## config.mk

```make
export PLATFORM = sky130hd
export DESIGN_NAME = fft_frame_sequencer
export DESIGN_NICKNAME = d
export VERILOG_FILES = /design/src/rtl/fft_frame_sequencer.sv
export SDC_FILE = /design/constraint.sdc
export NUM_CORES = 1
export LEC_CHECK = 0
export ABC_CLOCK_PERIOD_IN_PS = 6500
export BUFFER_PORTS_ARGS = -buffer_cell sky130_fd_sc_hd__buf_2
export CAP_MARGIN = 10
export CORE_ASPECT_RATIO = 1.5
export CORE_MARGIN = 8
export CORE_UTILIZATION = 45
export DETAILED_ROUTE_END_ITERATION = 10
export PLACE_DENSITY_LB_ADDON = 0.3
export SLEW_MARGIN = 15
export SYNTH_ARGS = -nofsm -noshare
export SYNTH_HDL_FRONTEND = slang
export SYNTH_SLANG_ARGS = --single-unit
export TNS_END_PERCENT = 20
```

## constraint.sdc

```tcl
create_clock -name clk -period 6.5 [get_ports clk]
set_clock_uncertainty 0.2 [all_clocks]
set_input_delay 0.975 -clock clk [delete_from_list [all_inputs] [get_ports clk]]
set_output_delay 0.975 -clock clk [all_outputs]
set_load 0.02 [all_outputs]
```

## src/rtl/fft_frame_sequencer.sv

```systemverilog
// fft_frame_sequencer: sweeps the codec buffer once per start pulse and streams the frame to the FFT.
// Reads are credit-limited so the (RD_LATENCY+1)-deep skid FIFO can never overflow under backpressure.
module fft_frame_sequencer #(
   parameter int ADDR_BITS  = 10,
   parameter int DATA_BITS  = 16,
   parameter int RD_LATENCY = 1
) (
   input  logic                 clk,
   input  logic                 rst_n,
   input  logic                 enable_i,
   input  logic                 chann_sel_i,
   output logic                 chann_sel_o,
   input  logic                 buff_start_i,
   output logic [ADDR_BITS-1:0] buff_raddr_o,
   input  logic [DATA_BITS-1:0] buff_rdata_i,
   output logic [DATA_BITS-1:0] fft_data_o,
   output logic                 fft_valid_o,
   input  logic                 fft_ready_i,
   output logic                 fft_sop_o,
   output logic                 fft_eop_o,
   output logic                 frame_busy_o,
   output logic                 overrun_o,
   output logic [15:0]          frame_cnt_o
);
   localparam int DEPTH = RD_LATENCY + 1;
   localparam int PW = $clog2(DEPTH);
   typedef enum logic [1:0] {IDLE, STREAM, DRAIN} state_t;
   state_t state, state_nxt;
   logic [ADDR_BITS-1:0] cnt;
   logic [RD_LATENCY-1:0] pv, pf, pl;
   logic [DATA_BITS+1:0] mem [DEPTH];
   logic [PW-1:0] wptr, rptr;
   logic [2:0] count;
   logic [3:0] infl, occ;
   logic pop, wr, issue, start_ok, eop_x, load;
   assign buff_raddr_o = cnt;
   assign frame_busy_o = state != IDLE;
   assign fft_valid_o = count != 3'd0;
   assign fft_data_o = fft_valid_o ? mem[rptr][DATA_BITS-1:0] : '0;
   assign fft_eop_o = fft_valid_o & mem[rptr][DATA_BITS];
   assign fft_sop_o = fft_valid_o & mem[rptr][DATA_BITS+1];
   assign pop = fft_valid_o & fft_ready_i;
   assign wr = pv[RD_LATENCY-1];
   assign start_ok = buff_start_i & enable_i;
   assign eop_x = pop & fft_eop_o;
   always_comb begin
      infl = '0;
      for (int i = 0; i < RD_LATENCY; i++) infl = infl + 4'(pv[i]);
      // a slot freed by this cycle's pop may be reused immediately, giving one beat per cycle
      occ = infl + 4'(count) - 4'(pop);
      issue = state == STREAM && occ < 4'(DEPTH);
      load = start_ok && (state == IDLE || (state == DRAIN && eop_x));
      state_nxt = state;
      state_nxt = load ? STREAM
                : (state == STREAM && issue && cnt == '1) ? DRAIN
                : (state == DRAIN && eop_x) ? IDLE : state;
   end
   always_ff @(posedge clk) begin
      if (!rst_n) begin
         state       <= IDLE;
         cnt         <= '0;
         pv          <= '0;
         pf          <= '0;
         pl          <= '0;
         wptr        <= '0;
         rptr        <= '0;
         count       <= '0;
         chann_sel_o <= 1'b0;
         overrun_o   <= 1'b0;
         frame_cnt_o <= '0;
      end else begin
         state     <= state_nxt;
         overrun_o <= buff_start_i && (state == STREAM || (state == DRAIN && !eop_x));
         if (load) begin
            cnt         <= '0;
            chann_sel_o <= chann_sel_i;
         end else if (issue) cnt <= cnt + ADDR_BITS'(1);
         // sop/eop tags travel alongside each read so they land in the FIFO with their sample
         pv[0] <= issue;
         pf[0] <= issue && cnt == '0;
         pl[0] <= issue && cnt == '1;
         for (int i = 1; i < RD_LATENCY; i++) begin
            pv[i] <= pv[i-1];
            pf[i] <= pf[i-1];
            pl[i] <= pl[i-1];
         end
         if (wr) wptr <= (wptr == PW'(DEPTH-1)) ? '0 : wptr + PW'(1);
         if (pop) rptr <= (rptr == PW'(DEPTH-1)) ? '0 : rptr + PW'(1);
         count <= count + 3'(wr) - 3'(pop);
         if (eop_x) frame_cnt_o <= frame_cnt_o + 16'd1;
      end
   end
   always_ff @(posedge clk) begin
      if (wr) mem[wptr] <= {pf[RD_LATENCY-1], pl[RD_LATENCY-1], buff_rdata_i};
   end
endmodule

```

After elaboration in Yosys (flattened, before gate mapping). Memories as Yosys holds them, arrays and structs flattened. A register that Yosys moved wholly into a read port is not among the register bits. Cells that the tools add are included.

Add/sub/neg operators: 8. Multipliers: 0. Divide/modulo/power cells: 0. $lt $le $gt $ge: 1. Equality and inequality tests: 3. Shift operators: 0. Muxes and demuxes: 10. Bitwise logic cells: 6. Reduce and logical (&&, ||, !) cells: 19.

Operators with widths (number): adder 16 x 1 -> 16 bit, second input constant (1); 2-to-1 mux 16 bit (1); adder 10 x 1 -> 10 bit, second input constant (1); == test 10 bit, second input constant (1); zero test 10 bit (1); logical AND 1 bit (9); 2-to-1 mux 1 bit (7); nonzero test 3 bit (2); AND 1 bit (5); adder 1 x 3 -> 4 bit (1); < comparator 4 x 2 -> 1 bit, second input constant (1); 2-to-1 mux 2 bit (2); nonzero test 2 bit (2); subtractor 4 x 1 -> 4 bit (1); adder 3 x 1 -> 3 bit (1); subtractor 3 x 1 -> 3 bit (1); adder 1 bit, second input constant (2); == test 2 x 1 -> 1 bit, second input constant (1); == test 2 bit, second input constant (1); zero test 2 bit (1); logical OR 1 bit (2); OR reduction 2 bit (1); zero test 1 bit (1); inverter 1 bit (1).

Register bits after elaboration: 38. Latch bits: 0. Bits in writable memories: 36. Memory bits (read-only): 0. Input bits: 22. Output and inout bits: 48. Logic and storage cells: 60. Memories: 1.

Memories: mem (words 2, width 18, rd ports 1, clocked after Yosys merged registers in 1, write ports 1, line 31) `logic [DATA_BITS+1:0] mem [DEPTH];`.

Longest topological paths before layout. Gate-level depths: netlist of the first run.

Depth after elaboration: 9. Gate-level depth with buffers: 12. Mapped depth without buffers: 12.

Worst setup path before layout of the first run. OpenSTA, ideal clock, no wires.

Path type: flip-flop to flip-flop. Start: register count[2]. End: register cnt[4] (netlist: buff_raddr_o[4]). Library setup time: 0.071 ns. Data arrival time: 3.040 ns. Data required time: 6.229 ns. Setup slack: 3.189 ns. Cell stages (with the launch flop): 13. Path buffers: 0. Cell sequence: dfxtp_1 -> nor3_1 -> inv_2 -> and2_1 -> ha_1 -> inv_1 -> ha_1 -> inv_1 -> fa_1 -> and2_1 -> o2111ai_1 -> or4_1 -> a21oi_1.

Cells in the longest elaborated chain, start to end: 7.

RTL lines: start: declaration (line 33) `logic [2:0] count;`; start signal: assignment (line 89) `count <= count + 3'(wr) - 3'(pop);`; nonzero test 3 bit (*) (line 38) `assign fft_valid_o = count != 3'd0;`; net fft_valid_o (line 17) `output logic fft_valid_o,`; AND 1 bit (*) (line 42) `assign pop = fft_valid_o & fft_ready_i;`; net pop (line 35) `logic pop, wr, issue, start_ok, eop_x, load;`; parallel branches: the longest is 5 deep, another holds subtractor 4 x 1 -> 4 bit; end signal: assignment (line 77) `end else if (issue) cnt <= cnt + ADDR_BITS'(1);`; end: declaration (line 29) `logic [ADDR_BITS-1:0] cnt;`.

Mark *: on every way through the listed nets, which the timed path passes. A chain may end at the register's enable or synchronous reset.

Worst setup path after layout of the first run.
Start: register count[2]. End: register cnt[4] (netlist: buff_raddr_o[4]).

Cells in the longest elaborated chain, start to end: 7.

RTL lines (line): nonzero test 3 bit (*) (38); AND 1 bit (*) (42); net pop (35); parallel branches: the longest is 5 deep, another holds subtractor 4 x 1 -> 4 bit.

Marked as above.

==> results of run 1 <==
power by group through the flow:
stage / sequential, mW / combinational, mW / clock (mW)
after floorplan: 0.563 / 0.392 / 0
after global placement: 0.589 / 0.510 / 0
after detailed placement: 0.590 / 0.518 / 0
after CTS: 0.579 / 0.519 / 0.293
after global routing: 0.585 / 0.568 / 0.310
final: 0.578 / 0.516 / 0.283
registers in the layout (all words and copies together), names as in the netlist, named ones only:
signal and flops:
frame_cnt_o 16, buff_raddr_o 10, overrun_o 1, pf 1, pl 1, pv 1, rptr 1, state 2
count 3, mem 36, chann_sel_o 1, wptr 1
metal layers:
metal  global-route usage (%)  vias up  wire (um)
met5                        0        -          0
met4                     10.5        0        244
met3                     2.85       19        348
met2                     24.1       75       3500
met1                     14.5     1204       2860
li1                         -     1266          -
kinds of logic after synthesis:
| group | Yosys count | share of synthesized area (%) |
|---|---|---|
| buffers and inverters | 30 | 3.70 |
| multiplexers | 26 | 7.90 |
| flip-flops | 75 | 56.2 |
| AO/OA/AOI/OAI | 48 | 9.07 |
| XOR/XNOR | 10 | 2.64 |
| adder cells (fa/ha/maj) | 8 | 3.25 |
| AND/OR/NAND/NOR | 109 | 17.2 |
worst max-delay path, stage by stage (launching register included):
cell	delay (ps)
dfxtp_1	370
nor3_2	180
buf_4	280
inv_2	130
and2_1	200
ha_1	270
inv_1	50
ha_1	180
inv_1	60
fa_1	550
and2_1	140
o2111ai_1	250
or4_1	480
a21oi_1	150
through the flow:
step	cells	hold WS [ps]	utilization [%]	total power, mW
6_report	479	232	54.2	1.38
5_1_grt	479	249	54.2	1.46
4_1_cts	479	235	54.2	1.39
3_5_place_dp	463	219	52.1	1.11
3_3_place_gp	463	215	52.1	1.10
2_1_floorplan	306	204	-	0.954
worst paths after layout:
kind             from               to  slack (ps)
max reg2reg  count[2]  buff_raddr_o[4]        2910
max          count[2]  buff_raddr_o[4]        2910
min                pf       mem[1][17]         230
min reg2reg        pf       mem[1][17]         230
final cells by class:
class	count	share of cell area, %
clock buffers	10	3.28
clock inverters	6	0.579
inverters	17	1.64
multi-input cells	201	34.3
flip-flops and latches	75	47.9
well taps	100	3.22
repair buffers	70	9.07
layout by cell type, fill, tap and decap left out, types with 2 or more instances in the layout:
cell / netlist / layout
nand2_1: 10 / 10
xnor2_1: 5 / 5
inv_1: 16 / 16
xor2_1: 5 / 5
and4_1: 4 / 4
o211ai_1: 10 / 10
and3_1: 5 / 5
o21ai_0: 9 / 9
or3_1: 9 / 9
buf_2: 2 / 69
a21oi_1: 15 / 15
o31ai_1: 5 / 5
nor4_1: 7 / 7
mux2i_1: 25 / 25
edfxtp_1: 36 / 36
nand3_1: 10 / 10
nand4_1: 12 / 12
clkinv_1: 0 / 6
and2_1: 5 / 5
ha_1: 7 / 7
or4_1: 3 / 3
nor4b_1: 2 / 2
o21a_1: 2 / 2
nor3_1: 4 / 3
dfxtp_1: 39 / 39
clkbuf_8: 0 / 9
nor2_1: 35 / 35
==> results.json, run 1 <==
{
  "status": "finished, final reports clean",
  "cts_root_buf": "clkbuf_8",
  "wl_per_cell_um": 14.5,
  "p_seq_share_pct": 42.0,
  "power.static_leakage_nw": 1.48,
  "syn_area_um2": 3310,
  "cts_tree": "built",
  "grt-ovfl-total": 0,
  "die_h_um": 121,
  "synthTopCellsByCount": "39 x dfxtp_1, 36 x edfxtp_1, 35 x nor2_1",
  "tns_ps": 0,
  "fin_ws_ps": 2910,
  "port_buffers": 69,
  "grt_pass1_vias": 2489,
  "slew_headroom_pct": 24.4,
  "irDropWorstVdd_v": 0.000192,
  "synth_area_leaders": "edfxtp_1 33%, dfxtp_1 24%, mux2i_1 7.6%, nor2_1 4.0%, ha_1 2.6%",
  "grt_start_max_net_pins": 24,
  "crit_path_start_kind": "flop",
  "hp-class": "flop to flop",
  "synth_edf_count": 36,
  "setup_viol": 0,
  "reg2regPathDepth": 13,
  "worstPathArrival_ps": 3660,
  "cts_buffer_depth": 2,
  "finalCritPeriodShare_pct": 55.3,
  "clk_pin_slew_ps": 70,
  "comb_power_share_pct": 37.5,
  "cts_made_buffers": 9,
  "drc": 0,
  "n_fill_cell": 655,
  "grt_setup_unrepaired": "false",
  "drt-initial-drc-count": 103,
  "multiInputGateArea_um2": 1340,
  "detailedPlace.worstSlack_ps": 2820,
  "async_flop_share_pct": 0,
  "ant_nets": 0,
  "postSynthCellCount": 306,
  "via_per_inst": 5.35,
  "seq_area_frac_synth_pct": 56.2,
  "die_w_um": 86.0,
  "ctsHoldBuffers": 0,
  "dp_hpwl_um": 5040,
  "synth_top_flop_cell": "dfxtp_1",
  "post_synth_num_cell_types": 40,
  "yosys_warnings": 0,
  "end_kind": "flop",
  "finalHoldViolations": 0,
  "place_area_um2": 3740,
  "ys_ff_latch": 75,
  "drive_gt1_share_pct": 22.2,
  "grt_pass1_wl_um": 11400,
  "yosys.area.top_type": "edfxtp_1",
  "cts_htree_levels": 3,
  "p_int_uw": 842,
  "io_pins": 70,
  "crit_required_ps": 6560,
  "post_cts_buffers": 0,
  "fin_crit_ps": 3590,
  "cts_resized": 0,
  "final_area_um2": 3890,
  "place.gp.congestion": 0.837,
  "insertion_delay_ps": 340,
  "vias": 2564,
  "p_sw_share_pct": 38.8,
  "regArea_um2": 1860,
  "std_cell_rows": 38,
  "yosysMostFrequentCell": "dfxtp_1",
  "tightest_slew_ps": 1130,
  "synth.avg_cell_area_um2": 10.8,
  "clkPwrFrac_pct": 20.5,
  "finalWirelength_um": 6960,
  "grt_usage_pct": 13.9,
  "fmax_mhz": 278,
  "area_growth_syn_to_layout_pct": 17.4,
  "syn_nets": 336,
  "nNetsFinal": 404,
  "dieArea_um2": 10400,
  "start_util_pct": 46.1,
  "slew_violations": 0,
  "antennaDiodeCount": 0,
  "dr.pass1.iters": 4,
  "powerDensity_nw_per_um2": 354,
  "cap_viol_max_count": 0,
  "antenna_found_initial": 0,
  "cts.sinks": 75,
  "synth_top_cell_area_share_pct": 32.6,
  "min_path_cells": 0,
  "p_switching_uw": 535,
  "crit_path_max_fanout": 23,
  "core_um2": 7180,
  "crit_type": "flop to flop"
}
No activity file was read; power rests on OpenSTA's default activity.
==> run 2, diff against run 1 <==
--- a/config.mk
+++ b/config.mk
@@ -5,7 +5,7 @@
 export SDC_FILE = /design/constraint.sdc
 export NUM_CORES = 1
 export LEC_CHECK = 0
-export ABC_CLOCK_PERIOD_IN_PS = 6500
+export ABC_CLOCK_PERIOD_IN_PS = 3400
 export BUFFER_PORTS_ARGS = -buffer_cell sky130_fd_sc_hd__buf_2
 export CAP_MARGIN = 10
 export CORE_ASPECT_RATIO = 1.5
==> constraint.sdc (replaced) <==
create_clock -name clk -period 3.4 [get_ports clk]
set_clock_uncertainty 0.2 [all_clocks]
set_input_delay 0.51 -clock clk [delete_from_list [all_inputs] [get_ports clk]]
set_output_delay 0.51 -clock clk [all_outputs]
set_load 0.02 [all_outputs]
==> run 2 against run 1 <==
Against the previous run: core utilization rose by 1.5 points; fmax rose by 12%; routed wire length rose by 3.9%; cell area rose by 2.7%; first-iteration DRC count rose by 6.8%; non-clock buffer count rose by 4; largest cell class unchanged; hold slack got worse by 70 ps; worst setup slack got worse by 2700 ps; sequential share of layout area fell by 1.3 points; critical endpoint is now buff_raddr_o[6].
==> results.json, run 2 (synthesized netlist as in run 1, its figures left out) <==
{
  "status": "finished, final reports clean",
  "drt-initial-drc-count": 110,
  "nNetsFinal": 408,
  "cts_htree_levels": 3,
  "end_kind": "flop",
  "dr.pass1.iters": 4,
  "place.gp.congestion": 0.827,
  "setup_viol": 0,
  "ctsHoldBuffers": 0,
  "antenna_found_initial": 0,
  "crit_path_start_kind": "flop",
  "wl_per_cell_um": 15.0,
  "fin_cells": 483,
  "grt_pass1_vias": 2622,
  "slowest_stage": "fa_1",
  "place_area_um2": 3770,
  "critPathMaxStageDelay_ps": 550,
  "grt_pass1_wl_um": 12000,
  "via_per_inst": 5.38,
  "hp-class": "input port to flop",
  "grt_usage_pct": 14.6,
  "fmax_mhz": 312,
  "cp_cell_sequence": "nor3_2, inv_2, and2_1, ha_1, inv_1, ha_1, inv_1, fa_1, and2_1, o2111ai_4, or4_1, a21oi_1",
  "power.static_leakage_nw": 1.52,
  "largest_register_ffs": 36,
  "layout_common_cells": "69 x buf_2, 39 x dfxtp_1, 36 x edfxtp_1",
  "tightest_slew_ps": 903,
  "crit_type": "flop to flop",
  "place_inst": 467,
  "antennaDiodeCount": 0,
  "cts_root_buf": "clkbuf_8",
  "drc": 0,
  "worstPathArrival_ps": 3260,
  "crit_path_max_fanout": 7,
  "slew_headroom_pct": 39.5,
  "ant_nets": 0,
  "layout_commonest_cell": "buf_2",
  "dieArea_um2": 10400,
  "core_um2": 7180,
  "crit_required_ps": 3460,
  "irDropWorstVdd_v": 0.000351,
  "die_h_um": 121,
  "cap_viol_max_count": 0,
  "area_growth_syn_to_layout_pct": 20.6,
  "regMostFlops": "mem",
  "worst-r2r-setup-slack_ps": 200,
  "cts.sinks": 75,
  "tns_ps": 0,
  "clk_pin_slew_ps": 70,
  "std_cell_rows": 38,
  "port_buffers": 69,
  "final_area_um2": 3990,
  "grt_start_max_net_pins": 23,
  "cts_resized": 0,
  "post_cts_buffers": 0,
  "grt-ovfl-total": 0,
  "cts_made_buffers": 9,
  "finalWirelength_um": 7230,
  "io_pins": 70,
  "vias": 2598,
  "cts_buffer_depth": 2,
  "cts_tree": "built",
  "finalHoldViolations": 0,
  "die_w_um": 86.0,
  "dp_hpwl_um": 5230,
  "drive_gt1_share_pct": 24.5,
  "slew_violations": 0,
  "powerDensity_nw_per_um2": 714,
  "fin_crit_ps": 3200,
  "finalCritPeriodShare_pct": 94.2,
  "grt_setup_unrepaired": "false",
  "start_util_pct": 46.1,
  "insertion_delay_ps": 340
}
==> run 2: layout make-up <==
cell class	instances	area, um2
Fill cell	626	3190
Sequential cell	75	1860
Multi-Input combinational cell	201	1380
Timing Repair Buffer	74	383
Clock buffer	13	139
Tap cell	100	125
Inverter	17	63.8
Clock inverter	3	38.8
==> run 2: layer usage <==
metal | vias up | GRT usage [%] | wire [um]
met5 | - | 0 | 0
met1 | 1238 | 14.3 | 2840
met2 | 77 | 25.5 | 3690
met3 | 15 | 4.88 | 496
met4 | 0 | 9.47 | 210
li1 | 1268 | - | -
==> run 2: where the power goes <==
| group | total [mW] | switching [mW] | leakage, nW | internal (mW) |
|---|---|---|---|---|
| Clock | 0.627 | 0.291 | 0.0890 | 0.337 |
| Sequential | 1.06 | 0.0443 | 0.642 | 1.01 |
| Combinational | 1.17 | 0.757 | 0.786 | 0.408 |
| Total | 2.85 | 1.09 | 1.52 | 1.76 |
==> run 2: worst paths after layout <==
check / startpoint / to / depth (start not counted)
max reg2reg: count[2] / buff_raddr_o[6] / 12
min reg2reg: pf / mem[1][17] / 0
min: buff_rdata_i[5] / mem[0][5] / 1
max: count[2] / buff_raddr_o[6] / 12
==> run 2: stage by stage <==
stage          worst slack [ps]  hold slack (ps)  util (%)  power [mW]
2_1_floorplan              89.0              204         -        1.82
3_5_place_dp                146              219      52.5        2.17
5_1_grt                    29.0              139      55.6        3.03
3_3_place_gp                258              213      52.5        2.14
4_1_cts                     123              140      55.0        2.81
6_report                    197              161      55.6        2.85
==> run 2: worst max-delay path, delay by kind of cell, from the launching register on <==
kind	cells	cell delay [ps]
AO/OA/AOI/OAI	2	320
adder cells (fa/ha/maj)	3	1010
buffers and inverters	3	170
flip-flops	1	360
AND/OR/NAND/NOR	4	1060
